**config.mk**
```make
export PLATFORM = sky130hd
export DESIGN_NAME = debounce_sync
export DESIGN_NICKNAME = d
export VERILOG_FILES = /design/src/rtl/debounce_sync.sv
export SDC_FILE = /design/constraint.sdc
export NUM_CORES = 1
export LEC_CHECK = 0
export ABC_AREA = 1
export BUFFER_PORTS_ARGS = -buffer_cell sky130_fd_sc_hd__buf_4
export CAP_MARGIN = 0
export CORE_AREA = 2 2 39 41
export DETAILED_ROUTE_END_ITERATION = 10
export DIE_AREA = 0 0 41 43
export PLACE_DENSITY = 0.59
export SYNTH_ARGS = -nofsm -noshare
export SYNTH_HDL_FRONTEND = slang
export SYNTH_SLANG_ARGS = --single-unit
export TNS_END_PERCENT = 30
```
**constraint.sdc**
```tcl
create_clock -name clk -period 1.42 [get_ports clk]
set_input_delay 0 -clock clk [delete_from_list [all_inputs] [get_ports clk]]
set_output_delay 0 -clock clk [all_outputs]
set_load 0.01 [all_outputs]
```
**src/rtl/debounce_sync.sv**
```systemverilog
`default_nettype none
`timescale 1ns/1ps
// ============================================================================
//  Module      : debounce_sync
//  Description : Synchronizing debouncer. Resynchronizes a raw asynchronous
//                input into clk, filters bounce with a stability counter and
//                a four-state FSM, and presents a registered clean level plus
//                single-cycle rise/fall pulses.
//                Optional feature macro: DEBOUNCE_GLITCH_CNT_EN adds an 8-bit
//                saturating glitch_cnt output counting aborted WAIT states.
//  Revision    : 1.0 - initial release
// ============================================================================
module debounce_sync #(
   parameter int STABLE_CYCLES = 4,
   parameter int SYNC_STAGES   = 2,
   parameter int CNT_W         = $clog2(STABLE_CYCLES)
) (
   input  logic       clk,
   input  logic       rst,
   input  logic       din,
   input  logic       en,
   output logic       dout,
   output logic       rise,
   output logic       fall,
   output logic       busy
`ifdef DEBOUNCE_GLITCH_CNT_EN
   ,
   output logic [7:0] glitch_cnt
`endif
);

   typedef enum logic [1:0] {
      ST_STABLE_LO = 2'd0,
      ST_WAIT_HI   = 2'd1,
      ST_STABLE_HI = 2'd2,
      ST_WAIT_LO   = 2'd3
   } state_t;

   // Terminal count: the WAIT state accepts on the edge after cnt reaches it.
   localparam logic [CNT_W-1:0] c_cnt_max = CNT_W'(STABLE_CYCLES - 1);

   logic [SYNC_STAGES-1:0] r_sync;
   logic                   w_s;
   state_t                 r_state;
   state_t                 w_state_nxt;
   logic [CNT_W-1:0]       r_cnt;
   logic [CNT_W-1:0]       w_cnt_nxt;
   logic                   r_dout;
   logic                   w_dout_nxt;
   logic                   r_rise;
   logic                   w_rise_nxt;
   logic                   r_fall;
   logic                   w_fall_nxt;
   logic                   w_glitch;

   // Synchronizer chain; runs independently of the filter enable.
   always_ff @(posedge clk or negedge rst) begin
      if (!rst) r_sync <= '0;
      else      r_sync <= {r_sync[SYNC_STAGES-2:0], din};
   end

   assign w_s = r_sync[SYNC_STAGES-1];

   // State, counter and registered outputs.
   always_ff @(posedge clk or negedge rst) begin
      if (!rst) begin
         r_state <= ST_STABLE_LO;
         r_cnt   <= '0;
         r_dout  <= 1'b0;
         r_rise  <= 1'b0;
         r_fall  <= 1'b0;
      end else begin
         r_state <= w_state_nxt;
         r_cnt   <= w_cnt_nxt;
         r_dout  <= w_dout_nxt;
         r_rise  <= w_rise_nxt;
         r_fall  <= w_fall_nxt;
      end
   end

   // Next-state logic: a dropped enable beats both glitch and acceptance.
   always_comb begin
      w_state_nxt = r_state;
      w_cnt_nxt   = r_cnt;
      w_dout_nxt  = r_dout;
      w_rise_nxt  = 1'b0;
      w_fall_nxt  = 1'b0;
      w_glitch    = 1'b0;
      case (r_state)
         ST_STABLE_LO: begin
            if (en && w_s) begin
               w_state_nxt = ST_WAIT_HI;
               w_cnt_nxt   = '0;
            end
         end
         ST_WAIT_HI: begin
            if (!en) begin
               w_state_nxt = ST_STABLE_LO;
               w_cnt_nxt   = '0;
            end else if (!w_s) begin
               w_state_nxt = ST_STABLE_LO;
               w_cnt_nxt   = '0;
               w_glitch    = 1'b1;
            end else if (r_cnt == c_cnt_max) begin
               w_state_nxt = ST_STABLE_HI;
               w_cnt_nxt   = '0;
               w_dout_nxt  = 1'b1;
               w_rise_nxt  = 1'b1;
            end else begin
               w_cnt_nxt   = r_cnt + 1'b1;
            end
         end
         ST_STABLE_HI: begin
            if (en && !w_s) begin
               w_state_nxt = ST_WAIT_LO;
               w_cnt_nxt   = '0;
            end
         end
         ST_WAIT_LO: begin
            if (!en) begin
               w_state_nxt = ST_STABLE_HI;
               w_cnt_nxt   = '0;
            end else if (w_s) begin
               w_state_nxt = ST_STABLE_HI;
               w_cnt_nxt   = '0;
               w_glitch    = 1'b1;
            end else if (r_cnt == c_cnt_max) begin
               w_state_nxt = ST_STABLE_LO;
               w_cnt_nxt   = '0;
               w_dout_nxt  = 1'b0;
               w_fall_nxt  = 1'b1;
            end else begin
               w_cnt_nxt   = r_cnt + 1'b1;
            end
         end
         default: begin
            w_state_nxt = ST_STABLE_LO;
            w_cnt_nxt   = '0;
            w_dout_nxt  = 1'b0;
         end
      endcase
   end

   assign dout = r_dout;
   assign rise = r_rise;
   assign fall = r_fall;
   assign busy = (r_state == ST_WAIT_HI) || (r_state == ST_WAIT_LO);

`ifdef DEBOUNCE_GLITCH_CNT_EN
   logic [7:0] r_glitch_cnt;

   // Saturating count of WAIT states aborted by the input reverting.
   always_ff @(posedge clk or negedge rst) begin
      if (!rst)                                   r_glitch_cnt <= 8'd0;
      else if (w_glitch && r_glitch_cnt != 8'hFF) r_glitch_cnt <= r_glitch_cnt + 8'd1;
   end

   assign glitch_cnt = r_glitch_cnt;
`else
   logic w_unused_glitch;
   assign w_unused_glitch = w_glitch;
`endif

endmodule
`default_nettype wire

```
==> qor.txt, run 1 <==
Seq/Total Area, Yosys: 56.1%
CTS tree: yes
Setup TNS: 0 ps
Average size of a mapped cell: 9.13 µm²
Max-slew headroom: 88.0%
Ys flop type: dfrtp_1
Pre-antenna DRT Iters: 2
DP Wirelength: 535 µm
DRC viols: 0
Initial antenna violation count: 0
Largest area contributor in the netlist: dfrtp_1
GRT Overall Usage: 10.8%
Synth cell types: 15
Worst hold path class: input pin to flop
Largest cells by area after synthesis: dfrtp_1 56%, nand2_1 9.3%, nand3_1 5.0%
Vias post-DR: 321
Gr ovfl total: 0
Pwr Total: 0.000675 W
PD cells: 1300 nW/µm²
Starting Density: 29.0%
Final wirelength: 745 µm
Resize count post-CTS: 0
Max layer used: met4
Reg2reg setup slack: 300 ps
Clock Skews: 0.729 ps
Count leader, synth: nand2_1
Routed vias/inst: 4.46
Reg2Reg Depth: 7
Slew of the pin with the lowest slew margin: 178 ps
Die Ht: 43 µm
R2R Path Start: r_cnt[0]
1st-iter DRT viols: 3
Max Cap Viol: 0
FFs w/ async S/R, synth: 100%
Port Buffer Count: 7
Top-area cell type share of the netlist area: 56.1%
FF-to-FF End: dout
Detail Route Antenna Nets: 0
Startpoint types: flop
Full die area: 1760 µm²
Setup crit end: dout
Endpoints failing hold: 0
Final Cycle Share: 78.6%
Hold Path Depth: 3
Vias in the first global route: 311
Clock sink count: 9
Required @ worst endpoint: 1580 ps
Critical path peak fanout: 3
Crit end category: flop
CTS Buffer Depth: 2
First-pass GRT wire length: 1190 µm
Static Leakage: 0.274 nW
Most frequent cells after synthesis: 10 x nand2_1, 9 x dfrtp_1, 4 x nand3_1
Worst setup path category: flop to flop
Yosys warnings: 0
Routed met1 length: 339 µm
Mapped cell area: 402 µm²
Post-synth EDFFs: 0
Fraction of layout cells with a size suffix above 1: 33.9%
Setup violators final: 0
Row count: 14
Max Clk Rate: 896 MHz
H-tree Lvls: 1
#FFs+latches synth: 9
Clk_lat worst skew: 270 ps
Largest net degree at the start of global routing: 10
Minimum clock period: 1120 ps
Diodes inserted: 0
WP data arrival: 1270 ps
Area growth syn-to-layout: 29.0%
RSZ-0062 raised after global routing: no
Mapped Nets: 49
Clock root cell: clkbuf_4
DR WL met2: 332 µm
Status: finished clean
Cts bufs inserted: 3
Die X: 41 µm
Core area: 1380 µm²
Setup Buffers After CTS: 0
WL per Instance: 10.3 µm
Max rail drop VDD: 0.531 mV
Slew Limit Fails: 0
Fill count: 144
Seq. cell area: 225 µm²
IO Pins: 8
Met3 routed wirelength: 47 µm
Multi-input combinational cell area: 146 µm²
Final nets: 62
Crit path from: r_cnt[0]
Clock transition at path regs: 70 ps
Synth Instances: 44
Placer Congestion: 0.763
Hold Buf Count CTS: 2
==> metrics by stage <==
| stage | cells | setup WS [ps] | cell area, µm² | hold WS [ps] | utilization [%] |
|---|---|---|---|---|---|
| 3_3_place_gp | 66 | 336 | 470 | -170 | 34.0 |
| 6_report | 72 | 304 | 518 | 33.5 | 37.4 |
| 5_1_grt | 72 | 203 | 518 | 56.9 | 37.4 |
| 4_1_cts | 72 | 302 | 518 | 31.0 | 37.4 |
| 3_5_place_dp | 66 | 309 | 470 | -169 | 34.0 |
| 2_1_floorplan | 44 | 377 | 402 | -296 | - |
==> layout by cell type, fill, tap and decap left out, drive strengths merged <==
cell	instances
nand2	13
nor2	3
inv	5
buf	7
nand4	1
ha	1
dfrtp	9
o21ai	2
dlygate4sd3	2
clkinv	3
nor3	1
nand3	6
clkbuf	3
==> sequential cells by signal, summed over array words and instances, names as in the netlist <==
signal and flops:
r_cnt 2, r_state 2, dout 1, r_sync 2
rise 1, fall 1
==> worst min-delay path by stage <==
stage               slack [ps]   end  startpoint
global placement          -170  rise         rst
finish                      30  rise          en
CTS                         30  rise          en
detailed placement        -170  rise         rst
global route                60  rise          en
floorplan                 -300  dout         rst
==> cell families (layout without fill, tap and decap cells) <==
| family | Yosys count | in the layout | share of synthesized area (%) |
|---|---|---|---|
| adders and majority gates | 1 | 1 | 3.11 |
| and+or+nand+nor | 24 | 24 | 30.8 |
| AOI/OAI and AO/OA | 2 | 2 | 2.49 |
| buffers and inverters | 8 | 20 | 7.48 |
| DFF | 9 | 9 | 56.1 |
==> per-layer routing <==
layer / vias to the layer above / GRT usage, %
met3: 4 / 3.14
met2: 9 / 15.3
met1: 149 / 12.2
met5: - / 0
met4: 0 / 10.0
li1: 159 / -
==> layout make-up <==
class                      count  area share (%)
sequential                     9            43.5
tap                           16            3.86
clock buffer                   3            4.35
clock inverter                 1           0.966
multi-input combinational     27            28.3
inverter                       7            5.07
timing repair buffer           9            14.0
==> critical path, cell delays in order (launching register included) <==
cell	delay, ps
dfrtp_1	400
ha_1	220
nand2_1	70
clkinv_1	70
nand4_1	90
inv_2	50
nor2_1	80
nor2_1	40
==> power by group <==
group	switching, W	internal (W)	leakage (nW)
sequential	0.0000310	0.000287	0.119
clock	0.000101	0.000104	0.0177
combinational	0.0000904	0.0000609	0.138
total	0.000222	0.000452	0.274
(Power assumes the default switching activity.)
==> run 2, diff against run 1 <==
ABC_AREA = 0   (was 1)
PLACE_DENSITY = 0.55   (was 0.59)
clock period = 1.1 ns   (was 1.42 ns; I/O delays follow)
==> qor.txt, run 2 <==
Yosys warnings: 0
Max Cap Viol: 0
Port Buffer Count: 7
Setup violators final: 2
Startpoint types: flop
Worst setup path category: flop to flop
Max-slew headroom: 87.8%
Critical path peak fanout: 4
PD cells: 1300 nW/µm²
Switching share of power: 23.4%
Cts bufs inserted: 3
Mapped Nets: 32
FFs w/ async S/R, synth: 100%
H-tree Lvls: 1
Largest cells by area after synthesis: dfrtp_1 64%, mux2i_1 5.7%, nor3b_1 4.2%
Sw Pwr: 0.000162 W
Status: complete, but fails checks
Row count: 14
Synth cell types: 14
WP data arrival: 1330 ps
Synth Instances: 27
Routed vias/inst: 4.55
WL per Instance: 12.8 µm
Clock sink count: 9
Post-synth EDFFs: 0
Seq/Total Area, Yosys: 63.6%
Vias post-DR: 273
PnR worst setup slack: -43.7 ps
Crit end category: flop
Commonest non-fill, non-tap cell in the layout: buf_4
Final Non-Filler Cells: 60
Initial antenna violation count: 0
Cell-internal power: 0.000531 W
Clock transition at path regs: 60 ps
Logic pwr share: 11.0%
Placed Area: 445 µm²
Final wirelength: 769 µm
Ys flop type: dfrtp_1
Top-area cell type share of the netlist area: 63.6%
Clock root cell: clkbuf_4
GRT Overall Usage: 11.4%
Worst path max stage delay: 410 ps
Fill count: 135
Final Cycle Share: 104%
Starting Density: 25.6%
Seq. cell area: 225 µm²
Most frequent cells in the layout: 12 x buf_4, 9 x dfrtp_1, 3 x clkbuf_4
Static Leakage: 0.252 nW
Endpoints failing hold: 0
CTS Buffer Depth: 2
Pre-antenna DRT Iters: 4
Gr ovfl total: 0
Area growth syn-to-layout: 50.2%
Biggest regs: r_cnt (2), r_state (2), r_sync (2)
Worst path slowest cell: dfrtp_1
RSZ-0062 raised after global routing: yes
Max rail drop VDD: 0.470 mV
Pwr Total: 0.000693 W
Clk_lat worst skew: 260 ps
Slew Limit Fails: 0
Multi-input combinational cell area: 150 µm²
Detail Route Antenna Nets: 0
Largest net degree at the start of global routing: 10
Worst hold path class: input pin to flop
Failing checks: negative setup slack
Crit path cell chain: ha_4 -> or3b_1 -> mux2i_1
Final cell area excluding filler cells: 532 µm²
Minimum clock period: 1140 ps
CTS tree: yes
Mapped cell area: 354 µm²
Core area: 1380 µm²
DP Wirelength: 509 µm
Die X: 41 µm
Final nets: 50
Clock Skews: 1.87 ps
Full die area: 1760 µm²
Largest area contributor in the netlist: dfrtp_1
Sequential power share: 52.1%
Clock network fraction of total power: 37.0%
First-pass GRT wire length: 1240 µm
Placer Congestion: 0.662
Fraction of layout cells with a size suffix above 1: 45.5%
IO Pins: 8
#FFs+latches synth: 9
Vias in the first global route: 299
1st-iter DRT viols: 3
DRC viols: 0
Reg2Reg Depth: 3
Die Ht: 43 µm
Required @ worst endpoint: 1290 ps
Average size of a mapped cell: 13.1 µm²
# placed instances: 51
Setup TNS: -78.1 ps
Slew of the pin with the lowest slew margin: 184 ps
Max Clk Rate: 874 MHz
Count leader, synth: dfrtp_1
Diodes inserted: 0
Hold Path Depth: 3
run 2: path summary, 6_finish.rpt:
check	start	to	slack (ps)
max in group asynchronous	rst	rise	870
min in group asynchronous	rst	r_cnt[0]	100
hold / removal	en	r_state[0]	50
hold reg to reg	r_sync[0]	r_sync[1]	350
setup / recovery	r_cnt[0]	r_cnt[0]	-40
setup reg to reg	r_cnt[0]	r_cnt[0]	-40
run 2: worst max-delay path: cells and delay by family, from the launching register on:
| kind | cells | cell delay (ps) |
|---|---|---|
| muxes | 1 | 130 |
| and+or+nand+nor | 1 | 350 |
| adders and majority gates | 1 | 190 |
| DFF | 1 | 410 |
run 2: layout make-up:
type / count / area share, %
Clock buffer: 4 / 4.94
Multi-Input combinational cell: 17 / 28.2
Tap cell: 16 / 3.76
Sequential cell: 9 / 42.4
Timing Repair Buffer: 14 / 20.7
run 2: what timing repair did:
action | CTS | global route
hold endpoints to repair | 10 | 0
setup endpoints to repair | 5 | 6
setup buffers | 2 | 1
resized for setup | 2 | 1
pin swaps | 0 | 2
hold buffers | 2 | 0
cloned | 0 | 0
run 2: kinds of logic (layout without fill, tap and decap cells):
| logic type | count (synthesis) | after routing | share of synthesized area, % |
|---|---|---|---|
| flops | 9 | 9 | 63.6 |
| compound gates | 4 | 4 | 6.71 |
| xor+xnor | 1 | 1 | 2.47 |
| simple gates | 8 | 8 | 13.8 |
| fa+ha+maj | 1 | 1 | 3.53 |
| mux | 3 | 3 | 8.83 |
| buf+inv | 1 | 18 | 1.06 |
run 2: per-stage QoR:
step	hold slack [ps]	setup slack [ps]	utilization, %
after global placement	-174	-26.0	32.2
after global routing	41.4	-74.6	38.4
final	45.6	-43.7	38.4
after floorplan	-296	5.62	-
after CTS	95.7	-46.4	37.7
after detailed placement	-169	-52.8	32.2
run 2: metal layers:
layer	share of wire, %	vias up	wire length [µm]	track usage, %
met5	0	-	0	0
met4	0	0	0	8.00
met3	4.6	0	35	4.71
met2	58	8	445	17.5
met1	37	138	288	11.7
li1	-	127	-	-
run 2: power groups by stage:
stage	Combinational, W	Clock (W)	Sequential [W]
floorplan	0.0000275	0	0.000363
global placement	0.0000538	0	0.000363
detailed placement	0.0000567	0	0.000365
CTS	0.0000735	0.000267	0.000360
global route	0.0000848	0.000296	0.000363
finish	0.0000761	0.000256	0.000361
==> run 3, diff against run 2 <==
CTS_BUF_LIST = sky130_fd_sc_hd__clkbuf_2 sky130_fd_sc_hd__clkbuf_4 sky130_fd_sc_hd__clkbuf_8   (was unset)
==> qor.txt, run 3 (synthesis results as in run 2) <==
CTS Buffer Depth: 2
Max rail drop VDD: 0.534 mV
Fill count: 133
Detail Route Antenna Nets: 0
Diodes inserted: 0
Status: complete, but fails checks
1st-iter DRT viols: 3
Largest net degree at the start of global routing: 10
Pre-antenna DRT Iters: 4
H-tree Lvls: 1
Clock root cell: clkbuf_4
Worst hold path class: input pin to flop
R2R Path Start: r_cnt[0]
Max Clk Rate: 874 MHz
Vias in the first global route: 289
Startpoint types: flop
Pwr Total: 0.000714 W
Port Buffer Count: 7
Clock Skews: 1.52 ps
Critical path peak fanout: 4
First-pass GRT wire length: 1210 µm
Core area: 1380 µm²
Final wirelength: 762 µm
Endpoints failing hold: 0
Worst setup path category: flop to flop
Failing checks: negative setup slack
PD cells: 1340 nW/µm²
Max Cap Viol: 0
Area growth syn-to-layout: 50.2%
Initial antenna violation count: 0
Clock sink count: 9
Final Non-Filler Cells: 59
PnR worst setup slack: -44.4 ps
WL per Instance: 12.9 µm
IO Pins: 8
Minimum clock period: 1140 ps
# placed instances: 51
Row count: 14
Crit end category: flop
CTS tree: yes
Full die area: 1760 µm²
Biggest regs: r_cnt (2), r_state (2), r_sync (2)
Hold_sp: en
Most frequent cells in the layout: 11 x buf_4, 9 x dfrtp_1, 4 x clkbuf_4
Slew Limit Fails: 0
Final Cycle Share: 104%
Max-slew headroom: 86.8%
Commonest non-fill, non-tap cell in the layout: buf_4
RSZ-0062 raised after global routing: yes
Placer Congestion: 0.662
GRT Overall Usage: 11.3%
Slew of the pin with the lowest slew margin: 198 ps
Final nets: 49
Routed vias/inst: 4.59
Final cell area excluding filler cells: 532 µm²
DRC viols: 0
Clock transition at path regs: 60 ps
Vias post-DR: 271
Placed Area: 445 µm²
Required @ worst endpoint: 1280 ps
Crit path from: r_cnt[0]
Cts bufs inserted: 3
Gr ovfl total: 0
WP data arrival: 1330 ps
Die X: 41 µm
Setup violators final: 3
Clk_lat worst skew: 260 ps
Fraction of layout cells with a size suffix above 1: 46.5%
Starting Density: 25.6%
Static Leakage: 0.254 nW
Final core occ: 38.4%
Die Ht: 43 µm
DP Wirelength: 509 µm
==> run 3: cell types whose count changed in the layout (fill, tap and decap cells not counted) <==
cell / delta
mux2_2: -1
mux2_4: +1
clkbuf_1: -1
clkbuf_4: +1
buf_4: -1
==> run 3: worst max-delay path: stages, from the launching register on <==
cell and delay [ps]:
dfrtp_1 410, ha_4 190, or3b_1 350, mux2i_1 130
==> run 3: stage by stage <==
stage	setup TNS [ps]	worst slack, ps	hold WS [ps]
2_1_floorplan	0	5.62	-296
3_3_place_gp	-43.0	-26.0	-174
3_5_place_dp	-96.4	-52.8	-169
4_1_cts	-64.9	-52.0	92.1
5_1_grt	-222	-74.5	41.8
6_report	-61.8	-44.4	49.1
==> run 3: per-layer routing <==
metal | track usage (%) | routed length (µm)
met3 | 4.71 | 34
met2 | 17.5 | 433
met5 | 0 | 0
met1 | 11.4 | 294
met4 | 8.00 | 0
==> run 3: area by class of cell <==
class,count,area (µm²),share of cell area (%)
Timing Repair Buffer,13,103,19.3
Clock buffer,4,30.0,5.65
Tap cell,16,20.0,3.76
Multi-Input combinational cell,17,154,28.9
Sequential cell,9,225,42.4
==> run 3: final timing paths <==
kind                               to  slack [ps]  cells past startpoint
setup / recovery             r_cnt[0]         -40                      3
hold / removal             r_state[0]          50                      3
setup reg to reg             r_cnt[0]         -40                      3
hold reg to reg             r_sync[1]         350                      0
max in group asynchronous        rise         870                      2
min in group asynchronous    r_cnt[0]         100                      2
==> run 3: repair_timing <==
| action | CTS | global route |
|---|---|---|
| endpoints found under the hold margin | 10 | 0 |
| resized for setup | 2 | 2 |
| pin swaps | 1 | 2 |
| setup endpoints to repair | 4 | 6 |
| hold buffers | 2 | 0 |
| buffers inserted | 2 | 0 |
==> run 3: power breakdown <==
| group | internal [W] | switching [W] | leakage (nW) |
|---|---|---|---|
| Sequential | 0.000345 | 0.0000156 | 0.114 |
| Combinational | 0.0000443 | 0.0000304 | 0.121 |
| Clock | 0.000164 | 0.000114 | 0.0184 |
| Total | 0.000554 | 0.000160 | 0.254 |
